## src/rtl/bnn_pkg.sv

```systemverilog
// Shared types and constants for the BNN layer chain and its scheduler.
package bnn_pkg;

  localparam int unsigned CLASS_W     = 4;
  localparam int unsigned NUM_CLASSES = 10;

  // Frame scheduler FSM states
  typedef enum logic [2:0] {
    ST_IDLE    = 3'd0,
    ST_LAUNCH  = 3'd1,
    ST_GRANT   = 3'd2,
    ST_COLLECT = 3'd3,
    ST_RELEASE = 3'd4,
    ST_PUSH    = 3'd5
  } sched_state_t;

endpackage

```

## src/rtl/bnn_frame_scheduler_if.sv

```systemverilog
// Handshake and result bus between the frame scheduler, the layer chain and the host.
// master: scheduler side; slave: layer chain / host side.
interface bnn_frame_scheduler_if;
  import bnn_pkg::*;

  logic               lyr_rcv_req;
  logic               lyr_rcv_ack;
  logic               out_snd_req;
  logic               out_snd_ack;
  logic [CLASS_W-1:0] out_class;
  logic               res_valid;
  logic [CLASS_W-1:0] res_class;
  logic               res_ready;

  modport master (
    input  lyr_rcv_req, out_snd_ack, out_class, res_ready,
    output lyr_rcv_ack, out_snd_req, res_valid, res_class
  );

  modport slave (
    output lyr_rcv_req, out_snd_ack, out_class, res_ready,
    input  lyr_rcv_ack, out_snd_req, res_valid, res_class
  );
endinterface

```

## src/rtl/bnn_res_fifo.sv

```systemverilog
// Synchronous result FIFO (power-of-2 depth) with full/empty/count status.
// A push into a full FIFO is refused even when a pop happens in the same cycle.
module bnn_res_fifo
  import bnn_pkg::*;
#(
  parameter int unsigned WIDTH = CLASS_W,
  parameter int unsigned DEPTH = 4
) (
  input  logic                     clk,
  input  logic                     xrst,
  input  logic                     push_i,
  input  logic [WIDTH-1:0]         data_i,
  input  logic                     pop_i,
  output logic [WIDTH-1:0]         data_o,
  output logic                     full_o,
  output logic                     empty_o,
  output logic [$clog2(DEPTH):0]   count_o
);

  localparam int unsigned AW = $clog2(DEPTH);

  logic [WIDTH-1:0] mem_q [DEPTH];
  logic [AW-1:0]    wr_q;
  logic [AW-1:0]    rd_q;
  logic [AW:0]      cnt_q;
  logic             do_push;
  logic             do_pop;

  assign full_o  = (cnt_q == (AW+1)'(DEPTH));
  assign empty_o = (cnt_q == '0);
  assign count_o = cnt_q;
  assign data_o  = mem_q[rd_q];
  assign do_push = push_i && !full_o;
  assign do_pop  = pop_i && !empty_o;

  // Storage, pointers and occupancy
  always_ff @(posedge clk or negedge xrst) begin
    if (!xrst) begin
      for (int unsigned i = 0; i < DEPTH; i++) mem_q[i] <= '0;
      wr_q  <= '0;
      rd_q  <= '0;
      cnt_q <= '0;
    end else begin
      if (do_push) begin
        mem_q[wr_q] <= data_i;
        wr_q        <= wr_q + AW'(1);
      end
      if (do_pop) rd_q <= rd_q + AW'(1);
      case ({do_push, do_pop})
        2'b10:   cnt_q <= cnt_q + (AW+1)'(1);
        2'b01:   cnt_q <= cnt_q - (AW+1)'(1);
        default: cnt_q <= cnt_q;
      endcase
    end
  end

endmodule

```

## src/rtl/bnn_frame_scheduler.sv

```systemverilog
// Frame scheduler: queues frame starts, grants one frame at a time to the first
// layer, collects the class from the output layer and buffers it for the host.
// Optional watchdog: define BNN_SCHED_TIMEOUT_EN.
module bnn_frame_scheduler
  import bnn_pkg::*;
#(
  parameter int unsigned PEND_MAX    = 3,
  parameter int unsigned RES_DEPTH   = 4,
  parameter int unsigned CNT_W       = 16,
  parameter int unsigned TIMEOUT_CYC = 1024
) (
  input  logic                  clk,
  input  logic                  xrst,
  input  logic                  frame_start,
  bnn_frame_scheduler_if.master bus,
  output logic [CNT_W-1:0]      res_count,
  output logic                  busy,
  output logic                  err_ovf,
  output logic                  err_timeout
);

  localparam int unsigned PEND_W = 4;

  sched_state_t             state_q, state_d;
  logic [PEND_W-1:0]        pend_q, pend_d;
  logic [CLASS_W-1:0]       class_q, class_d;
  logic [CNT_W-1:0]         cnt_q, cnt_d;
  logic                     ovf_q, ovf_d;
  logic                     grant_done;
  logic                     push;
  logic                     abort_dec;
  logic                     tmo_abort;
  logic                     pend_inc;
  logic                     pend_dec;
  logic                     fifo_full;
  logic                     fifo_empty;
  logic [$clog2(RES_DEPTH):0] fifo_count_unused;

`ifdef BNN_SCHED_TIMEOUT_EN
  localparam int unsigned TMO_W = $clog2(TIMEOUT_CYC + 1);
  logic [TMO_W-1:0] tmo_q;
  logic             tmo_err_q;
  logic             tmo_active;

  assign tmo_active = (state_q == ST_LAUNCH) || (state_q == ST_GRANT) ||
                      (state_q == ST_COLLECT) || (state_q == ST_RELEASE);
`endif

  // Next state, class capture and handshake completion decode
  always_comb begin
    state_d    = state_q;
    class_d    = class_q;
    grant_done = 1'b0;
    push       = 1'b0;
    abort_dec  = 1'b0;
    tmo_abort  = 1'b0;
    case (state_q)
      ST_IDLE:    if (pend_q != '0) state_d = ST_LAUNCH;
      ST_LAUNCH:  if (bus.lyr_rcv_req) state_d = ST_GRANT;
      ST_GRANT: begin
        if (!bus.lyr_rcv_req) begin
          state_d    = ST_COLLECT;
          grant_done = 1'b1;
        end
      end
      ST_COLLECT: begin
        if (bus.out_snd_ack) begin
          class_d = bus.out_class;
          state_d = ST_RELEASE;
        end
      end
      ST_RELEASE: if (!bus.out_snd_ack) state_d = ST_PUSH;
      ST_PUSH: begin
        if (!fifo_full) begin
          push    = 1'b1;
          state_d = ST_IDLE;
        end
      end
      default:    state_d = ST_IDLE;
    endcase
`ifdef BNN_SCHED_TIMEOUT_EN
    // A handshake completing on the limit cycle wins over the abort
    if (tmo_active && (state_d == state_q) && (tmo_q == TMO_W'(TIMEOUT_CYC - 1))) begin
      tmo_abort = 1'b1;
      state_d   = ST_IDLE;
      abort_dec = (state_q == ST_LAUNCH) || (state_q == ST_GRANT);
    end
`endif
  end

  // Pending-start counter, overflow flag and completed-frame counter
  always_comb begin
    pend_inc = frame_start && (pend_q != PEND_W'(PEND_MAX));
    pend_dec = grant_done || abort_dec;
    pend_d   = pend_q;
    if (pend_inc && !pend_dec)      pend_d = pend_q + PEND_W'(1);
    else if (!pend_inc && pend_dec) pend_d = pend_q - PEND_W'(1);
    ovf_d = ovf_q || (frame_start && (pend_q == PEND_W'(PEND_MAX)));
    cnt_d = push ? cnt_q + CNT_W'(1) : cnt_q;
  end

  // Scheduler state registers
  always_ff @(posedge clk or negedge xrst) begin
    if (!xrst) begin
      state_q <= ST_IDLE;
      pend_q  <= '0;
      class_q <= '0;
      cnt_q   <= '0;
      ovf_q   <= 1'b0;
    end else begin
      state_q <= state_d;
      pend_q  <= pend_d;
      class_q <= class_d;
      cnt_q   <= cnt_d;
      ovf_q   <= ovf_d;
    end
  end

`ifdef BNN_SCHED_TIMEOUT_EN
  // Per-phase watchdog, cleared on every state change
  always_ff @(posedge clk or negedge xrst) begin
    if (!xrst) begin
      tmo_q     <= '0;
      tmo_err_q <= 1'b0;
    end else begin
      tmo_q <= (tmo_active && (state_d == state_q)) ? tmo_q + TMO_W'(1) : '0;
      if (tmo_abort) tmo_err_q <= 1'b1;
    end
  end

  assign err_timeout = tmo_err_q;
`else
  // Watchdog limit only matters in the timeout build; kept so both builds share one parameter list
  localparam int unsigned TIMEOUT_CYC_UNUSED = TIMEOUT_CYC;
  assign err_timeout = 1'b0;
`endif

  bnn_res_fifo #(
    .WIDTH (CLASS_W),
    .DEPTH (RES_DEPTH)
  ) u_fifo (
    .clk     (clk),
    .xrst    (xrst),
    .push_i  (push),
    .data_i  (class_q),
    .pop_i   (bus.res_ready),
    .data_o  (bus.res_class),
    .full_o  (fifo_full),
    .empty_o (fifo_empty),
    .count_o (fifo_count_unused)
  );

  assign bus.lyr_rcv_ack = (state_q == ST_GRANT);
  assign bus.out_snd_req = (state_q == ST_COLLECT);
  assign bus.res_valid   = !fifo_empty;
  assign res_count       = cnt_q;
  assign busy            = (state_q != ST_IDLE) || (pend_q != '0);
  assign err_ovf         = ovf_q;

endmodule

```

## src/flat_wrapper.sv

```systemverilog
// flat-port wrapper written by rule: the top's interface ports become plain ports
module bnn_frame_scheduler_flat import bnn_pkg::*;
#(
  parameter int unsigned PEND_MAX    = 3,
  parameter int unsigned RES_DEPTH   = 4,
  parameter int unsigned CNT_W       = 16,
  parameter int unsigned TIMEOUT_CYC = 1024
)
  (clk, xrst, frame_start, res_count, busy, err_ovf, err_timeout, bus_lyr_rcv_req, bus_out_snd_ack, bus_out_class, bus_res_ready, bus_lyr_rcv_ack, bus_out_snd_req, bus_res_valid, bus_res_class);
  bnn_frame_scheduler_if bus_i ();
  input  logic clk;
  input  logic xrst;
  input  logic frame_start;
  output logic [CNT_W-1:0] res_count;
  output logic busy;
  output logic err_ovf;
  output logic err_timeout;
  input wire logic [$bits(bus_i.lyr_rcv_req)-1:0] bus_lyr_rcv_req;
  input wire logic [$bits(bus_i.out_snd_ack)-1:0] bus_out_snd_ack;
  input wire logic [$bits(bus_i.out_class)-1:0] bus_out_class;
  input wire logic [$bits(bus_i.res_ready)-1:0] bus_res_ready;
  output wire logic [$bits(bus_i.lyr_rcv_ack)-1:0] bus_lyr_rcv_ack;
  output wire logic [$bits(bus_i.out_snd_req)-1:0] bus_out_snd_req;
  output wire logic [$bits(bus_i.res_valid)-1:0] bus_res_valid;
  output wire logic [$bits(bus_i.res_class)-1:0] bus_res_class;
  assign bus_i.lyr_rcv_req = bus_lyr_rcv_req;
  assign bus_i.out_snd_ack = bus_out_snd_ack;
  assign bus_i.out_class = bus_out_class;
  assign bus_i.res_ready = bus_res_ready;
  assign bus_lyr_rcv_ack = bus_i.lyr_rcv_ack;
  assign bus_out_snd_req = bus_i.out_snd_req;
  assign bus_res_valid = bus_i.res_valid;
  assign bus_res_class = bus_i.res_class;
  bnn_frame_scheduler #(.PEND_MAX(PEND_MAX), .RES_DEPTH(RES_DEPTH), .CNT_W(CNT_W), .TIMEOUT_CYC(TIMEOUT_CYC)) u_core (.clk(clk), .xrst(xrst), .frame_start(frame_start), .bus(bus_i), .res_count(res_count), .busy(busy), .err_ovf(err_ovf), .err_timeout(err_timeout));
endmodule
```

## config.mk

```make
export PLATFORM = sky130hd
export DESIGN_NAME = bnn_frame_scheduler_flat
export DESIGN_NICKNAME = d
export VERILOG_FILES = /design/src/rtl/bnn_pkg.sv /design/src/rtl/bnn_frame_scheduler_if.sv /design/src/rtl/bnn_res_fifo.sv /design/src/rtl/bnn_frame_scheduler.sv /design/src/flat_wrapper.sv
export SDC_FILE = /design/constraint.sdc
export NUM_CORES = 1
export LEC_CHECK = 0
export BUFFER_PORTS_ARGS = -buffer_cell sky130_fd_sc_hd__buf_2
export CAP_MARGIN = 5
export CELL_PAD_IN_SITES_DETAIL_PLACEMENT = 0
export CELL_PAD_IN_SITES_GLOBAL_PLACEMENT = 2
export CORE_UTILIZATION = 36
export CTS_BUF_LIST = sky130_fd_sc_hd__clkbuf_4
export DETAILED_ROUTE_END_ITERATION = 8
export GPL_ROUTABILITY_DRIVEN = 0
export PLACE_DENSITY = 0.78
export REMOVE_ABC_BUFFERS = 1
export SYNTH_ARGS = -nofsm -noshare
export SYNTH_HDL_FRONTEND = slang
export SYNTH_SLANG_ARGS = --single-unit
```

## constraint.sdc

```tcl
create_clock -name clk -period 2.5 [get_ports clk]
set_clock_uncertainty 0.2 [all_clocks]
set_input_delay 0.125 -clock clk [delete_from_list [all_inputs] [get_ports clk]]
set_output_delay 0.125 -clock clk [all_outputs]
set_load 0.02 [all_outputs]
```

==> qor.json <==
{
  "place_hpwl": {"value": 3.32, "unit": "mm"},
  "cp-start-kind": {"value": "flop"},
  "post_synth_most_frequent_cells": {"value": "sky130_fd_sc_hd__dfrtp_1 (51), sky130_fd_sc_hd__mux2_2 (21), sky130_fd_sc_hd__nand2_1 (16), sky130_fd_sc_hd__xnor2_1 (13), sky130_fd_sc_hd__xor2_1 (10)"},
  "min-delay-path-class": {"value": "in -> async"},
  "routed_wire_length_per_instance": {"value": 14.0, "unit": "um"},
  "worstPathCellList": {"value": "nand2b_1 -> or3_1 -> ha_2 -> inv_1 -> ha_1 -> a21o_1 -> a2111oi_2 -> o31ai_1"},
  "timing.final.crit_share": {"value": 95.2, "unit": "%"},
  "worstPathRequired": {"value": 2.54, "unit": "ns"},
  "timing.final.hold_violations": {"value": 0},
  "grt_start_max_net_pins": {"value": 52},
  "place_worst_setup_slack": {"value": 0.0673, "unit": "ns"},
  "wire_length_of_the_first_global_routing_pass": {"value": 8.01, "unit": "mm"},
  "cp.buffers_inverters": {"value": 1},
  "syn-cell-area": {"value": 2490, "unit": "sq um"},
  "clock_net_sink_count": {"value": 51},
  "timing.fmax": {"value": 420, "unit": "MHz"},
  "post_layout_total_power": {"value": 3150, "unit": "uW"},
  "slew-limit-headroom": {"value": 56.4, "unit": "%"},
  "drt-pass1-iter-count": {"value": 4},
  "grt_use_total": {"value": 14.2, "unit": "%"},
  "fp.dieW": {"value": 85.3, "unit": "um"},
  "layout-drive-gt1-share": {"value": 33.5, "unit": "%"},
  "yosysWarningCount": {"value": 0},
  "drt-initial-drc-count": {"value": 57},
  "r2r_cells": {"value": 8},
  "yosys_most_used_dff": {"value": "sky130_fd_sc_hd__dfrtp_1"},
  "viasPerCell": {"value": 4.92},
  "clk_slew_on_worst_s_h_paths": {"value": 0.14, "unit": "ns"},
  "drt.antenna.violating_nets": {"value": 0},
  "synth_enable_flop_cells": {"value": 0},
  "timing.critical_path.arrival": {"value": 2.42, "unit": "ns"},
  "maxCapViolCount": {"value": 0},
  "grt_antenna_before_repair": {"value": 0},
  "worst_pin_slew": {"value": 0.653, "unit": "ns"},
  "die_area": {"value": 7270, "unit": "sq um"},
  "cp-startpoint": {"value": "u_core.state_q[2]"},
  "post_synth_main_area_contributors": {"value": "sky130_fd_sc_hd__dfrtp_1 (51%), sky130_fd_sc_hd__mux2_2 (9.5%), sky130_fd_sc_hd__xnor2_1 (4.6%), sky130_fd_sc_hd__ha_1 (4.5%), sky130_fd_sc_hd__mux4_2 (3.6%)"},
  "cts_max_path_buffers": {"value": 2},
  "timing.final.setup_violations": {"value": 0},
  "synth_top_area_share": {"value": 51.2, "unit": "%"},
  "synth_top_cell_by_area": {"value": "sky130_fd_sc_hd__dfrtp_1"},
  "crit_path_end_kind": {"value": "flop"},
  "tritoncts_buffer_count": {"value": 5},
  "worst-path-stages": {"value": 8},
  "slowest_stage": {"value": "sky130_fd_sc_hd__dfrtp_1"},
  "areaGrowthSynthToFinish": {"value": 19.1, "unit": "%"},
  "route.vias.total": {"value": 1659},
  "synth_most_common_cell": {"value": "sky130_fd_sc_hd__dfrtp_1"},
  "die_height": {"value": 85.3, "unit": "um"},
  "port_buffers": {"value": 34},
  "post_synth_inst_count": {"value": 203},
  "core-area": {"value": 6530, "unit": "sq um"},
  "cell_type_group_with_the_largest_total_delay_on_the_critical_path": {"value": "compound AO/OA/AOI/OAI gates"},
  "grt-ovfl-total": {"value": 0},
  "post_synth.cell_area_avg": {"value": 12.3, "unit": "sq um"},
  "final_critical_path_setup_slack": {"value": 0.121, "unit": "ns"},
  "cell_pwr_density": {"value": 1060, "unit": "nW/um^2"},
  "p_leak": {"value": 0.00145, "unit": "uW"},
  "remaining_drc_errors": {"value": 0},
  "critical_path.reg2reg.endpoint": {"value": "u_core.pend_q[3]"},
  "post_synth_cell_types": {"value": 41},
  "detail_route.wirelength": {"value": 4.71, "unit": "mm"},
  "crit_path_max_incr_delay": {"value": 0.40, "unit": "ns"},
  "tritoncts": {"value": "built"},
  "worst_skew_pair.late_latency": {"value": 0.35, "unit": "ns"},
  "antennaDiodeCount": {"value": 0},
  "ir_worst_vdd": {"value": 0.340, "unit": "mV"},
  "crit_path_max_fanout": {"value": 4},
  "r2r-start": {"value": "u_core.state_q[2]"},
  "run_status": {"value": "finished clean"},
  "num-nets-final": {"value": 280},
  "placementRows": {"value": 29},
  "grt_pass1_vias": {"value": 1657},
  "initial_core_util": {"value": 38.2, "unit": "%"},
  "r2r_setup_slack": {"value": 0.12, "unit": "ns"},
  "crit_end": {"value": "u_core.pend_q[3]"},
  "fin_crit": {"value": 2.38, "unit": "ns"},
  "setup.worst_path.class": {"value": "reg -> reg"},
  "num_io_pins": {"value": 36},
  "synth.yosys.seq_area_share": {"value": 51.2, "unit": "%"},
  "final_max_slew_viol_count": {"value": 0},
  "synth-async-reset-ratio": {"value": 100, "unit": "%"},
  "h-tree-depth": {"value": 2},
  "cts_root_buffer": {"value": "sky130_fd_sc_hd__clkbuf_4"},
  "postSynthRegisterBits": {"value": 51}
}
## sequential cells by signal (all words and copies together) (netlist names)
name and cells:
u_core.u_fifo.mem_q 16, u_core.u_fifo.count_o 3, u_core.err_ovf 1, u_core.u_fifo.wr_q 2, u_core.class_q 4, u_core.u_fifo.rd_q 2
u_core.res_count 16, u_core.state_q 3, u_core.pend_q 4
## placed cells by master, fill, tap and decap left out, types with 8 or more instances in the layout
| cell | synthesis | layout |
|---|---|---|
| sky130_fd_sc_hd__buf_2 | 1 | 34 |
| sky130_fd_sc_hd__buf_4 | 2 | 11 |
| sky130_fd_sc_hd__dfrtp_1 | 51 | 51 |
| sky130_fd_sc_hd__xnor2_1 | 13 | 13 |
| sky130_fd_sc_hd__inv_1 | 8 | 8 |
| sky130_fd_sc_hd__xor2_1 | 10 | 10 |
| sky130_fd_sc_hd__nand2_1 | 16 | 16 |
| sky130_fd_sc_hd__ha_1 | 9 | 8 |
| sky130_fd_sc_hd__dlygate4sd3_1 | 0 | 10 |
| sky130_fd_sc_hd__mux2_2 | 21 | 21 |
## area by class of cell
cell class	instances	area, sq um
Tap cell	77	96.3
Clock buffer	6	45.0
Clock inverter	2	7.51
Timing Repair Buffer	55	353
Inverter	9	33.8
Fill cell	630	3560
Multi-Input combinational cell	137	1160
Sequential cell	51	1280
## cells by family (layout without fill, tap and decap cells)
kind of cell | after synthesis | count (layout) | synth area share, %
compound gates | 16 | 16 | 4.21
flops | 51 | 51 | 51.2
buf+inv | 15 | 72 | 2.91
simple gates | 59 | 59 | 13.5
xor+xnor | 23 | 23 | 8.07
other cells | 1 | 1 | 0.150
mux | 27 | 27 | 13.9
fa+ha+maj | 11 | 11 | 6.12
## tightest hold or removal path, cell delays in order
cell and delay (ns):
sky130_fd_sc_hd__dlygate4sd3_1 0.52, sky130_fd_sc_hd__buf_2 0.09, sky130_fd_sc_hd__buf_4 0.51
## worst min-delay path by stage
| stage | slack [ns] | cells after the start | from | endpoint |
|---|---|---|---|---|
| after detailed placement | 0.09 | 2 | xrst | u_core.res_count[10] |
| after global placement | 0.08 | 2 | xrst | u_core.res_count[12] |
| final | 0.19 | 3 | xrst | u_core.res_count[11] |
| after global routing | 0.22 | 3 | xrst | u_core.res_count[10] |
| after CTS | 0.21 | 3 | xrst | u_core.res_count[10] |
| after floorplan | -0.37 | 0 | xrst | u_core.class_q[0] |
## stage by stage
| step | cell area (sq um) | std cells | setup TNS, ns | utilization, % | hold slack [ns] |
|---|---|---|---|---|---|
| 2_1_floorplan | 2460 | 197 | -0.0149 | - | -0.371 |
| 3_3_place_gp | 2800 | 318 | 0 | 42.8 | 0.0813 |
| 3_5_place_dp | 2800 | 318 | 0 | 42.8 | 0.0855 |
| 4_1_cts | 2950 | 336 | 0 | 45.2 | 0.207 |
| 5_1_grt | 2970 | 337 | -0.00419 | 45.5 | 0.220 |
| 6_report | 2970 | 337 | 0 | 45.5 | 0.189 |
## where the power goes
group	switching (uW)	total, uW	leakage, uW	internal, uW
combinational	688	1410	0.000765	722
sequential	263	1380	0.000657	1120
clock	245	361	0.0000307	116
## repair_timing
| action | in CTS | in global routing |
|---|---|---|
| buffers inserted | 0 | 1 |
| hold buffers | 10 | 0 |
| setup endpoints to repair | 0 | 1 |
| resized for setup | 0 | 4 |
| endpoints found under the hold margin | 59 | 0 |
## metal layers
metal | up-vias | part of all wire, % | track usage (%)
met5 | - | 0 | 0
met1 | 808 | 48 | 19.1
met3 | 2 | 4.2 | 3.60
met2 | 29 | 48 | 23.1
li1 | 820 | - | -
met4 | 0 | 0.32 | 3.18
No activity file was read; power rests on OpenSTA's default activity.
